==> src/rtl/arm_mc_pkg.sv <==
// Shared definitions for the multicycle ARM main control FSM:
// state encoding, datapath mux-select encodings and the per-state
// Moore control word.
package arm_mc_pkg;

    // Main FSM states; FETCH must be encoding 0.
    typedef enum logic [3:0] {
        S_FETCH    = 4'd0,
        S_DECODE   = 4'd1,
        S_MEMADR   = 4'd2,
        S_MEMREAD  = 4'd3,
        S_MEMWB    = 4'd4,
        S_MEMWRITE = 4'd5,
        S_EXECR    = 4'd6,
        S_EXECI    = 4'd7,
        S_ALUWB    = 4'd8,
        S_BRANCH   = 4'd9,
        S_FPEXEC   = 4'd10
    } state_e;

    // ALUSrcB encodings
    localparam logic [1:0] SRCB_RD2    = 2'b00;
    localparam logic [1:0] SRCB_EXTIMM = 2'b01;
    localparam logic [1:0] SRCB_FOUR   = 2'b10;

    // ResultSrc encodings
    localparam logic [1:0] RES_ALUOUT  = 2'b00;
    localparam logic [1:0] RES_DATA    = 2'b01;
    localparam logic [1:0] RES_ALU     = 2'b10;

    // AdrSrc encodings
    localparam logic ADR_PC     = 1'b0;
    localparam logic ADR_ALUOUT = 1'b1;

    // ALUSrcA encodings
    localparam logic SRCA_RD1 = 1'b0;
    localparam logic SRCA_PC  = 1'b1;

    // Moore control word driven by the FSM each cycle.
    typedef struct packed {
        logic       irwrite;
        logic       adrsrc;
        logic       alusrca;
        logic [1:0] alusrcb;
        logic [1:0] resultsrc;
        logic       nextpc;
        logic       regw;
        logic       memw;
        logic       branch;
        logic       aluop;
    } ctrl_t;

    // Held while reset is asserted: every strobe low, mux selects at their
    // FETCH values so the PC+4 path is already set up on release.
    localparam ctrl_t CTRL_RESET = '{
        irwrite:   1'b0,
        adrsrc:    ADR_PC,
        alusrca:   SRCA_PC,
        alusrcb:   SRCB_FOUR,
        resultsrc: RES_ALU,
        nextpc:    1'b0,
        regw:      1'b0,
        memw:      1'b0,
        branch:    1'b0,
        aluop:     1'b0
    };

    // Control word for a given state; anything not set here is 0.
    function automatic ctrl_t moore_ctrl(input state_e s);
        ctrl_t c;
        c = '0;
        case (s)
            S_FETCH: begin
                c.irwrite   = 1'b1;
                c.nextpc    = 1'b1;
                c.adrsrc    = ADR_PC;
                c.alusrca   = SRCA_PC;
                c.alusrcb   = SRCB_FOUR;
                c.resultsrc = RES_ALU;
            end
            S_DECODE: begin
                c.alusrca   = SRCA_PC;
                c.alusrcb   = SRCB_FOUR;
                c.resultsrc = RES_ALU;
            end
            S_MEMADR:   c.alusrcb = SRCB_EXTIMM;
            S_MEMREAD:  c.adrsrc  = ADR_ALUOUT;
            S_MEMWB: begin
                c.resultsrc = RES_DATA;
                c.regw      = 1'b1;
            end
            S_MEMWRITE: begin
                c.adrsrc = ADR_ALUOUT;
                c.memw   = 1'b1;
            end
            S_EXECR:    c.aluop = 1'b1;
            S_EXECI: begin
                c.alusrcb = SRCB_EXTIMM;
                c.aluop   = 1'b1;
            end
            S_ALUWB:    c.regw = 1'b1;
            S_BRANCH: begin
                c.alusrcb   = SRCB_EXTIMM;
                c.resultsrc = RES_ALU;
                c.branch    = 1'b1;
            end
            S_FPEXEC:   c.aluop = 1'b1;
            default:    c = '0;
        endcase
        return c;
    endfunction

endpackage

==> src/rtl/fp_wait_timer.sv <==
// Counts cycles spent waiting on the FPU and flags when the wait budget
// (FP_TIMEOUT cycles) is used up. clr has priority over en.
module fp_wait_timer #(
    parameter int FP_TIMEOUT = 16
) (
    input  logic clk,
    input  logic reset,
    input  logic clr,
    input  logic en,
    output logic expired
);

    logic [7:0] count_q;

    // Wait-cycle counter: zero outside the wait, +1 per waiting cycle.
    always_ff @(posedge clk or negedge reset) begin
        if (!reset) begin
            count_q <= 8'd0;
        end else if (clr) begin
            count_q <= 8'd0;
        end else if (en) begin
            count_q <= count_q + 8'd1;
        end
    end

    // Final permitted wait cycle is the one where the count reads FP_TIMEOUT-1.
    assign expired = en && (count_q == 8'(FP_TIMEOUT - 1));

endmodule

==> src/rtl/arm_mainfsm.sv <==
// Multicycle main control FSM for the ARM core.
// Optional FPU handshake (FPEXEC state, wait timer, fpu_start, fp_err) is
// built only when ARM_MC_FPU_EN is defined; otherwise FP register forms
// execute through EXECR and fpu_start/fp_err read 0.
module arm_mainfsm
    import arm_mc_pkg::*;
#(
    parameter int FP_TIMEOUT = 16
) (
    input  logic        clk,
    input  logic        reset,
    input  logic [1:0]  Op,
    input  logic [5:0]  Funct,
    input  logic        fp,
    input  logic        fpu_done,
    output logic        IRWrite,
    output logic        AdrSrc,
    output logic        ALUSrcA,
    output logic [1:0]  ALUSrcB,
    output logic [1:0]  ResultSrc,
    output logic        NextPC,
    output logic        RegW,
    output logic        MemW,
    output logic        Branch,
    output logic        ALUOp,
    output logic        fpu_start,
    output logic        fp_err,
    output logic        undef,
    output logic [31:0] instret
);

    state_e      state_q;
    state_e      state_d;
    ctrl_t       ctrl_q;
    logic [31:0] instret_q;
    logic        retire;
    logic        unused_ok;

`ifdef ARM_MC_FPU_EN
    logic timer_expired;
    logic fp_timeout;
    logic fpu_start_q;
    logic fp_err_q;

    fp_wait_timer #(
        .FP_TIMEOUT (FP_TIMEOUT)
    ) u_fp_wait_timer (
        .clk     (clk),
        .reset   (reset),
        .clr     (state_q != S_FPEXEC),
        .en      (state_q == S_FPEXEC),
        .expired (timer_expired)
    );

    // A done pulse in the last wait cycle still counts as completion.
    assign fp_timeout = (state_q == S_FPEXEC) && !fpu_done && timer_expired;
    assign unused_ok  = ^Funct[4:1];
`else
    assign unused_ok  = ^{Funct[4:1], fp, fpu_done, 8'(FP_TIMEOUT)};
`endif

    // Instructions that complete normally all pass through one of these.
    assign retire = (state_q == S_MEMWB) || (state_q == S_MEMWRITE) ||
                    (state_q == S_ALUWB) || (state_q == S_BRANCH);

    // Next-state logic. FETCH only advances once its strobes have actually
    // been driven, so the cycle after reset release is a full FETCH.
    always_comb begin
        state_d = state_q;
        case (state_q)
            S_FETCH:    state_d = ctrl_q.irwrite ? S_DECODE : S_FETCH;
            S_DECODE: begin
                case (Op)
                    2'b00: begin
                        if (Funct[5]) begin
                            state_d = S_EXECI;
                        end else begin
`ifdef ARM_MC_FPU_EN
                            state_d = fp ? S_FPEXEC : S_EXECR;
`else
                            state_d = S_EXECR;
`endif
                        end
                    end
                    2'b01:   state_d = S_MEMADR;
                    2'b10:   state_d = S_BRANCH;
                    default: state_d = S_FETCH;
                endcase
            end
            S_MEMADR:   state_d = Funct[0] ? S_MEMREAD : S_MEMWRITE;
            S_MEMREAD:  state_d = S_MEMWB;
            S_EXECR:    state_d = S_ALUWB;
            S_EXECI:    state_d = S_ALUWB;
            S_MEMWB:    state_d = S_FETCH;
            S_MEMWRITE: state_d = S_FETCH;
            S_ALUWB:    state_d = S_FETCH;
            S_BRANCH:   state_d = S_FETCH;
`ifdef ARM_MC_FPU_EN
            S_FPEXEC: begin
                if (fpu_done) begin
                    state_d = S_ALUWB;
                end else if (timer_expired) begin
                    state_d = S_FETCH;
                end
            end
`endif
            default:    state_d = S_FETCH;
        endcase
    end

    // State, registered Moore outputs, retire counter and FPU flags.
    always_ff @(posedge clk or negedge reset) begin
        if (!reset) begin
            state_q     <= S_FETCH;
            ctrl_q      <= CTRL_RESET;
            instret_q   <= 32'd0;
`ifdef ARM_MC_FPU_EN
            fpu_start_q <= 1'b0;
            fp_err_q    <= 1'b0;
`endif
        end else begin
            state_q <= state_d;
            ctrl_q  <= moore_ctrl(state_d);
            if (retire) begin
                instret_q <= instret_q + 32'd1;
            end
`ifdef ARM_MC_FPU_EN
            fpu_start_q <= (state_q == S_DECODE) && (state_d == S_FPEXEC);
            if (fp_timeout) begin
                fp_err_q <= 1'b1;
            end
`endif
        end
    end

    assign IRWrite   = ctrl_q.irwrite;
    assign AdrSrc    = ctrl_q.adrsrc;
    assign ALUSrcA   = ctrl_q.alusrca;
    assign ALUSrcB   = ctrl_q.alusrcb;
    assign ResultSrc = ctrl_q.resultsrc;
    assign NextPC    = ctrl_q.nextpc;
    assign RegW      = ctrl_q.regw;
    assign MemW      = ctrl_q.memw;
    assign Branch    = ctrl_q.branch;
    assign ALUOp     = ctrl_q.aluop;
    assign instret   = instret_q;

    // Op only holds the decoded instruction during DECODE, so this is Mealy.
    assign undef     = (state_q == S_DECODE) && (Op == 2'b11);

`ifdef ARM_MC_FPU_EN
    assign fpu_start = fpu_start_q;
    assign fp_err    = fp_err_q;
`else
    assign fpu_start = 1'b0;
    assign fp_err    = 1'b0;
`endif

endmodule

==> config.mk <==
export PLATFORM = sky130hd
export DESIGN_NAME = arm_mainfsm
export DESIGN_NICKNAME = d
export VERILOG_FILES = /design/src/rtl/arm_mc_pkg.sv /design/src/rtl/fp_wait_timer.sv /design/src/rtl/arm_mainfsm.sv
export SDC_FILE = /design/constraint.sdc
export NUM_CORES = 1
export LEC_CHECK = 0
export ABC_CLOCK_PERIOD_IN_PS = 2000
export CORE_ASPECT_RATIO = 0.6
export CORE_MARGIN = 3
export CORE_UTILIZATION = 47
export CTS_CLUSTER_DIAMETER = 80
export DETAILED_ROUTE_END_ITERATION = 8
export GPL_ROUTABILITY_DRIVEN = 0
export PLACE_DENSITY = 0.85
export SLEW_MARGIN = 40
export SYNTH_ARGS = -nofsm -noshare
export SYNTH_HDL_FRONTEND = slang
export SYNTH_HIERARCHICAL = 1
export SYNTH_SLANG_ARGS = --single-unit
export TNS_END_PERCENT = 5
==> constraint.sdc <==
create_clock -name clk -period 2 [get_ports clk]
set_input_delay 0.2 -clock clk [delete_from_list [all_inputs] [get_ports clk]]
set_output_delay 0.2 -clock clk [all_outputs]
set_load 0.05 [all_outputs]
==> metrics.md, run 1 <==
| Metric | Value |
|---|---|
| Port Buffer Count | `50` |
| Outcome | `finished clean` |
| Critical Setup Path Class | `reg -> out` |
| Initial standard-cell utilization of the core | `52.0%` |
| Via total after detailed routing | `1469` |
| CTS clk-pin slew, worst paths | `0.08 ns` |
| GRT Overall Usage | `17.5%` |
| Number of endpoints failing setup at the final stage | `0` |
| Final core utilization | `70.0%` |
| Unrepaired setup endpoints after global routing | `false` |
| Largest net degree at the start of global routing | `27` |
| Dominant cells by area after synthesis | `sky130_fd_sc_hd__dfrtp_1 (54%), sky130_fd_sc_hd__xnor2_1 (9.5%), sky130_fd_sc_hd__xor2_1 (4.3%)` |
| Diode count | `0` |
| Synth async-reset ratio | `100%` |
| Most used flip-flop cell after synthesis | `sky130_fd_sc_hd__dfrtp_1` |
| Design area | `2730 um^2` |
| Number of hold-slack violations in the final timing report | `0` |
| Post-synth cell types | `31` |
| Die X-Extent | `90.7 um` |
| Post-CTS Resized | `0` |
| H-tree depth | `2` |
| Peak Freq | `0.525 GHz` |
| Proportion of netlist area held by the largest area contributor | `54.4%` |
| Gr busiest metal | `met1` |
| Area growth from synthesis to final layout | `34.8%` |
| Worst path cell trace | `buf_4 -> inv_1 -> nand2_1 -> nor3_1 -> buf_12` |
| Library cell contributing the largest single delay on the critical path | `sky130_fd_sc_hd__dfrtp_1` |
| Number of violations of the max-capacitance limit | `0` |
| Buffers and inverters on the worst path | `3` |
| Cell accounting for the most synthesized area | `sky130_fd_sc_hd__dfrtp_1` |
| Most common cell in the netlist | `sky130_fd_sc_hd__dfrtp_1` |
| M1 GR Usage | `26.7%` |
| Data arrival, critical path | `1.71 ns` |
| Die Area | `5150 um^2` |
| Violation count after the first detailed-route iteration | `81` |
| Top delay family on crit path | `simple AND/OR/NAND/NOR gates` |
| Clk buf depth | `2` |
| Minimum clock period | `1.91 ns` |
| Mapped Area | `2020 um^2` |
| Proportion of synthesized chip area in sequential cells | `58.3%` |
| Insertion delay to the later sink of the worst-skew pair | `0.30 ns` |
| DIE HEIGHT | `56.8 um` |
| Final WL | `4220 um` |
| Number of synthesized flops with an enable pin | `0` |
| Pins over their slew limit | `0` |
| Highest ir drop seen on vdd | `1.11 mV` |
| Total grt overflow | `0` |
| Required time at the worst-slack endpoint | `1.80 ns` |
| Slew @ Worst Pin | `0.594 ns` |
| Detailed Place HPWL | `3180 um` |
| Core footprint | `3890 um^2` |
| First-pass GRT wire length | `7050 um` |
| Clock root buffer master | `sky130_fd_sc_hd__clkbuf_8` |
| Part of the cycle the worst path needs | `95.3%` |
| Crit path max fanout | `7` |
| Antenna violations before repair | `0` |
| Headroom to the max-slew limit | `60.4%` |
| Detailed-route vias per instance | `4.93` |
| Number of I/O pins | `59` |
| Maximum clock skew at final layout | `0.00469 ns` |
| Count of warnings emitted by yosys | `6` |
| #FFs+latches synth | `47` |
| GRT met3 Usage | `4.82%` |
| Layout cells sized above 1 | `10.4%` |
| Total power density per cell area | `1210 nW/um^2` |
| DR pass1 iterations | `4` |
| Met2 Use GR | `23.7%` |
| Top post-synthesis cells by count | `sky130_fd_sc_hd__dfrtp_1 (44), sky130_fd_sc_hd__xnor2_1 (22), sky130_fd_sc_hd__nor2_1 (20)` |
| Static leakage | `1.22 nW` |
| Total CTS buffers | `5` |
| Largest stage delay on the critical path | `0.45 ns` |
| Placement Setup Slack | `0.231 ns` |
| Placement Rows | `17` |
| Hold slack final | `0.435 ns` |
| Sinks on Clock Net | `47` |
| Detail-routed net length per standard cell | `14.2 um` |
| Post-detailed-route count of antenna-violating nets | `0` |
| Kind of end point of the critical path | `output port` |
| Path class of the lowest-slack min-delay path | `in -> async` |
| Cell count after synthesis | `183` |
| Post-Synthesis Mean Instance Area | `11.1 um^2` |
| Via count of the first global-routing pass | `1430` |
| TritonCTS clock tree | `yes` |
| Hold buffer count at cts | `1` |
| Post-detailed-placement cell area | `2600 um^2` |
| Min setup slack post-route | `0.0943 ns` |
| # nets final | `253` |
| DRC violation count after routing | `0` |
| Post-CTS setup repair buffer count | `0` |
| CP Launch Type | `register` |
-- sequential cells by signal, summed over array words and instances (netlist names) --
signal / flops
ResultSrc: 2
ALUSrcB: 2
ALUSrcA: 1
state_q: 4
instret: 32
NextPC: 1
Branch: 1
RegW: 1
AdrSrc: 1
ALUOp: 1
MemW: 1
-- logic make-up (layout without fill, tap and decap cells) --
family	count (synthesis)	after routing	synth area share, %
AND/OR/NAND/NOR	77	77	19.6
flip-flops	47	47	58.3
XOR/XNOR	32	32	13.9
buffers and inverters	15	72	3.71
AO/OA/AOI/OAI	9	9	3.15
adder cells (fa/ha/maj)	1	1	0.618
other	1	2	0.185
multiplexers	1	1	0.557
-- final cells by class --
class / count / area, um^2
Tap cell: 57 / 71.3
Clock inverter: 2 / 35.0
Multi-Input combinational cell: 122 / 772
Fill cell: 299 / 1170
Inverter: 8 / 30.0
Sequential cell: 47 / 1180
Clock buffer: 6 / 82.6
Timing Repair Buffer: 56 / 553
-- report_power, final --
group / internal [mW] / switching (mW)
Sequential: 1.13 / 0.152
Clock: 0.404 / 0.308
Combinational: 0.432 / 0.878
-- path summary, 6_finish.rpt --
check / slack, ns / cells after the start / start / end
setup reg to reg: 0.18 / 6 / state_q[3]$_DFF_PN0_ / instret[13]$_DFFE_PN0P_
hold / removal: 0.44 / 2 / reset / instret[3]$_DFFE_PN0P_
hold reg to reg: 0.47 / 1 / instret[31]$_DFFE_PN0P_ / instret[31]$_DFFE_PN0P_
max in group asynchronous: 0.96 / 3 / reset / instret[1]$_DFFE_PN0P_
min in group clk: 0.45 / 2 / Funct[0] / MemW$_DFF_PN0_
setup / recovery: 0.09 / 5 / state_q[1]$_DFF_PN0_ / undef
-- per-stage QoR --
stage,TNS (ns),power (mW),cells
floorplan,-0.0650,2.18,184
global placement,0,2.57,289
detailed placement,0,2.60,289
CTS,0,3.33,298
global route,0,3.47,298
finish,0,3.31,298
-- placed cells by master, fill, tap and decap left out, types with 2 or more instances in the layout --
cell / n
sky130_fd_sc_hd__conb_1: 2
sky130_fd_sc_hd__nand3_1: 15
sky130_fd_sc_hd__xor2_1: 10
sky130_fd_sc_hd__dfstp_2: 3
sky130_fd_sc_hd__and2_1: 2
sky130_fd_sc_hd__nand2_1: 15
sky130_fd_sc_hd__nand4_1: 6
sky130_fd_sc_hd__nor2_1: 20
sky130_fd_sc_hd__and3_1: 8
sky130_fd_sc_hd__o21ai_0: 2
sky130_fd_sc_hd__nor3_1: 3
sky130_fd_sc_hd__or3_1: 2
sky130_fd_sc_hd__clkdlybuf4s50_1: 48
sky130_fd_sc_hd__dfrtp_1: 42
sky130_fd_sc_hd__inv_1: 8
sky130_fd_sc_hd__buf_4: 5
sky130_fd_sc_hd__clkbuf_8: 6
sky130_fd_sc_hd__o32a_1: 2
sky130_fd_sc_hd__xnor2_1: 22
sky130_fd_sc_hd__dfrtp_2: 2
-- worst register-to-register path, delay by kind of cell, from the launching register on --
kind | cells | cell delay (ns)
DFF | 1 | 0.46
xor gates and xnor gates | 2 | 0.41
buffers and inverters | 1 | 0.17
and+or+nand+nor | 3 | 0.66
-- layer usage --
layer	up-vias	wire length (um)	share of wire (%)
li1	716	-	-
met4	0	36	0.85
met3	5	218	5.2
met2	40	1810	43
met5	-	0	0
met1	708	2150	51
Note: power is estimated with default switching activity, not from simulation.
==> run 2, diff against run 1 <==
--- a/config.mk
+++ b/config.mk
@@ -7,7 +7,6 @@
 export LEC_CHECK = 0
 export ABC_CLOCK_PERIOD_IN_PS = 2000
 export CORE_ASPECT_RATIO = 0.6
-export CORE_MARGIN = 3
 export CORE_UTILIZATION = 47
 export CTS_CLUSTER_DIAMETER = 80
 export DETAILED_ROUTE_END_ITERATION = 8
==> metrics.md, run 2 (synthesized netlist as in run 1, its figures left out) <==
| Metric | Value |
|---|---|
| Outcome | `finished clean` |
| Crit path max fanout | `6 (-1)` |
| Worst path cell trace | `buf_4 -> inv_1 -> nand2_1 -> nor3_2 -> buf_12` |
| Most common library cell in the layout ignoring fill and taps | `sky130_fd_sc_hd__clkdlybuf4s50_1` |
| DRC violation count after routing | `0 (unchanged)` |
| Minimum clock period | `1.84 ns (-0.0644 ns)` |
| Total CTS buffers | `5 (unchanged)` |
| Diode count | `0 (unchanged)` |
| Required time at the worst-slack endpoint | `1.80 ns (about the same)` |
| Largest net degree at the start of global routing | `48 (+78%)` |
| Part of the cycle the worst path needs | `92.1% (-3.2 points)` |
| Insertion delay to the later sink of the worst-skew pair | `0.30 ns (about the same)` |
| Core footprint | `4120 um^2 (+5.9%)` |
| Max FFs per register | `32 (unchanged)` |
| Maximum clock skew at final layout | `0.00554 ns (+0.000848 ns)` |
| Die Area | `4580 um^2 (-11%)` |
| Final WL | `4000 um (-5.3%)` |
| Post-detailed-route count of antenna-violating nets | `0 (unchanged)` |
| Placement Rows | `18 (+1)` |
| Worst reg-to-reg setup slack | `0.18 ns (about the same)` |
| Detail-routed net length per standard cell | `13.3 um (-6.3%)` |
| TritonCTS clock tree | `yes` |
| Sinks on Clock Net | `47 (unchanged)` |
| Layout cells sized above 1 | `10.8% (+0.41 points)` |
| Unrepaired setup endpoints after global routing | `false` |
| Area growth from synthesis to final layout | `33.7%` |
| Library cell contributing the largest single delay on the critical path | `sky130_fd_sc_hd__dfrtp_1` |
| Data arrival, critical path | `1.64 ns (-0.07 ns)` |
| Detailed-route vias per instance | `5.07 (+2.8%)` |
| Clock root buffer master | `sky130_fd_sc_hd__clkbuf_8` |
| Die X-Extent | `86.7 um (-4.4%)` |
| Top delay family on crit path | `flip-flops` |
| Clk buf depth | `2 (unchanged)` |
| Number of hold-slack violations in the final timing report | `0 (unchanged)` |
| Overall Power | `3.16 mW (-4.5%)` |
| Largest stage delay on the critical path | `0.46 ns (about the same)` |
| CTS clk-pin slew, worst paths | `0.08 ns (about the same)` |
| Buffers and inverters on the worst path | `3 (unchanged)` |
| GRT Overall Usage | `19.0% (+1.5 points)` |
| Detailed Place HPWL | `2920 um (-8.2%)` |
| Static leakage | `1.21 nW (-0.91%)` |
| Path class of the lowest-slack min-delay path | `in -> reg` |
| # nets final | `253 (unchanged)` |
| Non-filler instance count after layout | `301 (+1.0%)` |
| Peak Freq | `0.543 GHz (+3.5%)` |
| Post-CTS setup repair buffer count | `0 (unchanged)` |
| Via total after detailed routing | `1526 (+3.9%)` |
| Total grt overflow | `0 (unchanged)` |
| Port Buffer Count | `50 (unchanged)` |
| Pins over their slew limit | `0 (unchanged)` |
| H-tree depth | `2 (unchanged)` |
| Violation count after the first detailed-route iteration | `80 (-1.2%)` |
| Most frequent cells in the layout | `sky130_fd_sc_hd__clkdlybuf4s50_1 (48), sky130_fd_sc_hd__dfrtp_1 (42), sky130_fd_sc_hd__xnor2_1 (22)` |
| First-pass GRT wire length | `6290 um (-11%)` |
| Number of I/O pins | `59 (unchanged)` |
| Highest ir drop seen on vdd | `0.894 mV (-20%)` |
| DR pass1 iterations | `4 (unchanged)` |
| Kind of end point of the critical path | `output port` |
| Via count of the first global-routing pass | `1323 (-7.5%)` |
| Hold slack final | `0.451 ns (+0.0156 ns)` |
| Antenna violations before repair | `0 (unchanged)` |
| Number of endpoints failing setup at the final stage | `0 (unchanged)` |
| Critical Setup Path Class | `reg -> out` |
| Total power density per cell area | `1170 nW/um^2 (-3.8%)` |
| DIE HEIGHT | `52.8 um (-7.0%)` |
| CP Launch Type | `register` |
| Placed instance count | `292 (+1.0%)` |
| Initial standard-cell utilization of the core | `49.1% (-2.9 points)` |
| Headroom to the max-slew limit | `61.8% (+1.4 points)` |
| Number of violations of the max-capacitance limit | `0 (unchanged)` |
| Slew @ Worst Pin | `0.573 ns (-0.0204 ns)` |
==> run 2: worst paths after layout <==
path / start / end / cells after the start
min in group asynchronous: reset / instret[10]$_DFFE_PN0P_ / 3
min reg2reg: instret[31]$_DFFE_PN0P_ / instret[31]$_DFFE_PN0P_ / 1
min: Funct[0] / MemW$_DFF_PN0_ / 2
max: state_q[1]$_DFF_PN0_ / undef / 5
max reg2reg: instret[0]$_DFFE_PN0P_ / instret[26]$_DFFE_PN0P_ / 6
max in group asynchronous: reset / instret[0]$_DFFE_PN0P_ / 3
==> run 2: where the power goes <==
part / total [mW] / switching (mW) / internal (mW)
registers: 1.29 / 0.158 / 1.14
logic: 1.31 / 0.871 / 0.435
clock network: 0.560 / 0.314 / 0.246
total: 3.16 / 1.34 / 1.82
==> run 2: through the flow <==
| stage | util (%) | area, um^2 | setup slack (ns) | setup TNS (ns) |
|---|---|---|---|---|
| finish | 65.6 | 2710 | 0.159 | 0 |
| global route | 65.6 | 2710 | 0.0208 | 0 |
| CTS | 65.5 | 2700 | 0.0574 | 0 |
| detailed placement | 63.1 | 2600 | 0.164 | 0 |
| global placement | 63.1 | 2600 | 0.279 | 0 |
| floorplan | - | 2030 | -0.0650 | -0.0650 |
==> run 2: cell type report <==
type / count / area (um^2)
fillers: 334 / 1420
flip-flops and latches: 47 / 1180
multi-input cells: 122 / 777
repair buffers: 56 / 553
well taps: 60 / 75.1
clock buffers: 5 / 68.8
inverters: 8 / 30.0
clock inverters: 3 / 18.8
==> run 2: per-layer routing <==
layer  track usage, %  vias to the layer above  part of all wire, %
li1                 -                      724                    -
met1             25.5                      727                   46
met2             28.3                       62                   45
met3             5.98                       13                  6.9
met4             8.61                        0                  1.8
met5                0                        -                    0
==> run 2: timing repair <==
item,4_1_cts,5_1_grt
setup endpoints to repair,0,1
endpoints found under the hold margin,30,0
gates resized for setup,0,1
hold buffers,1,0
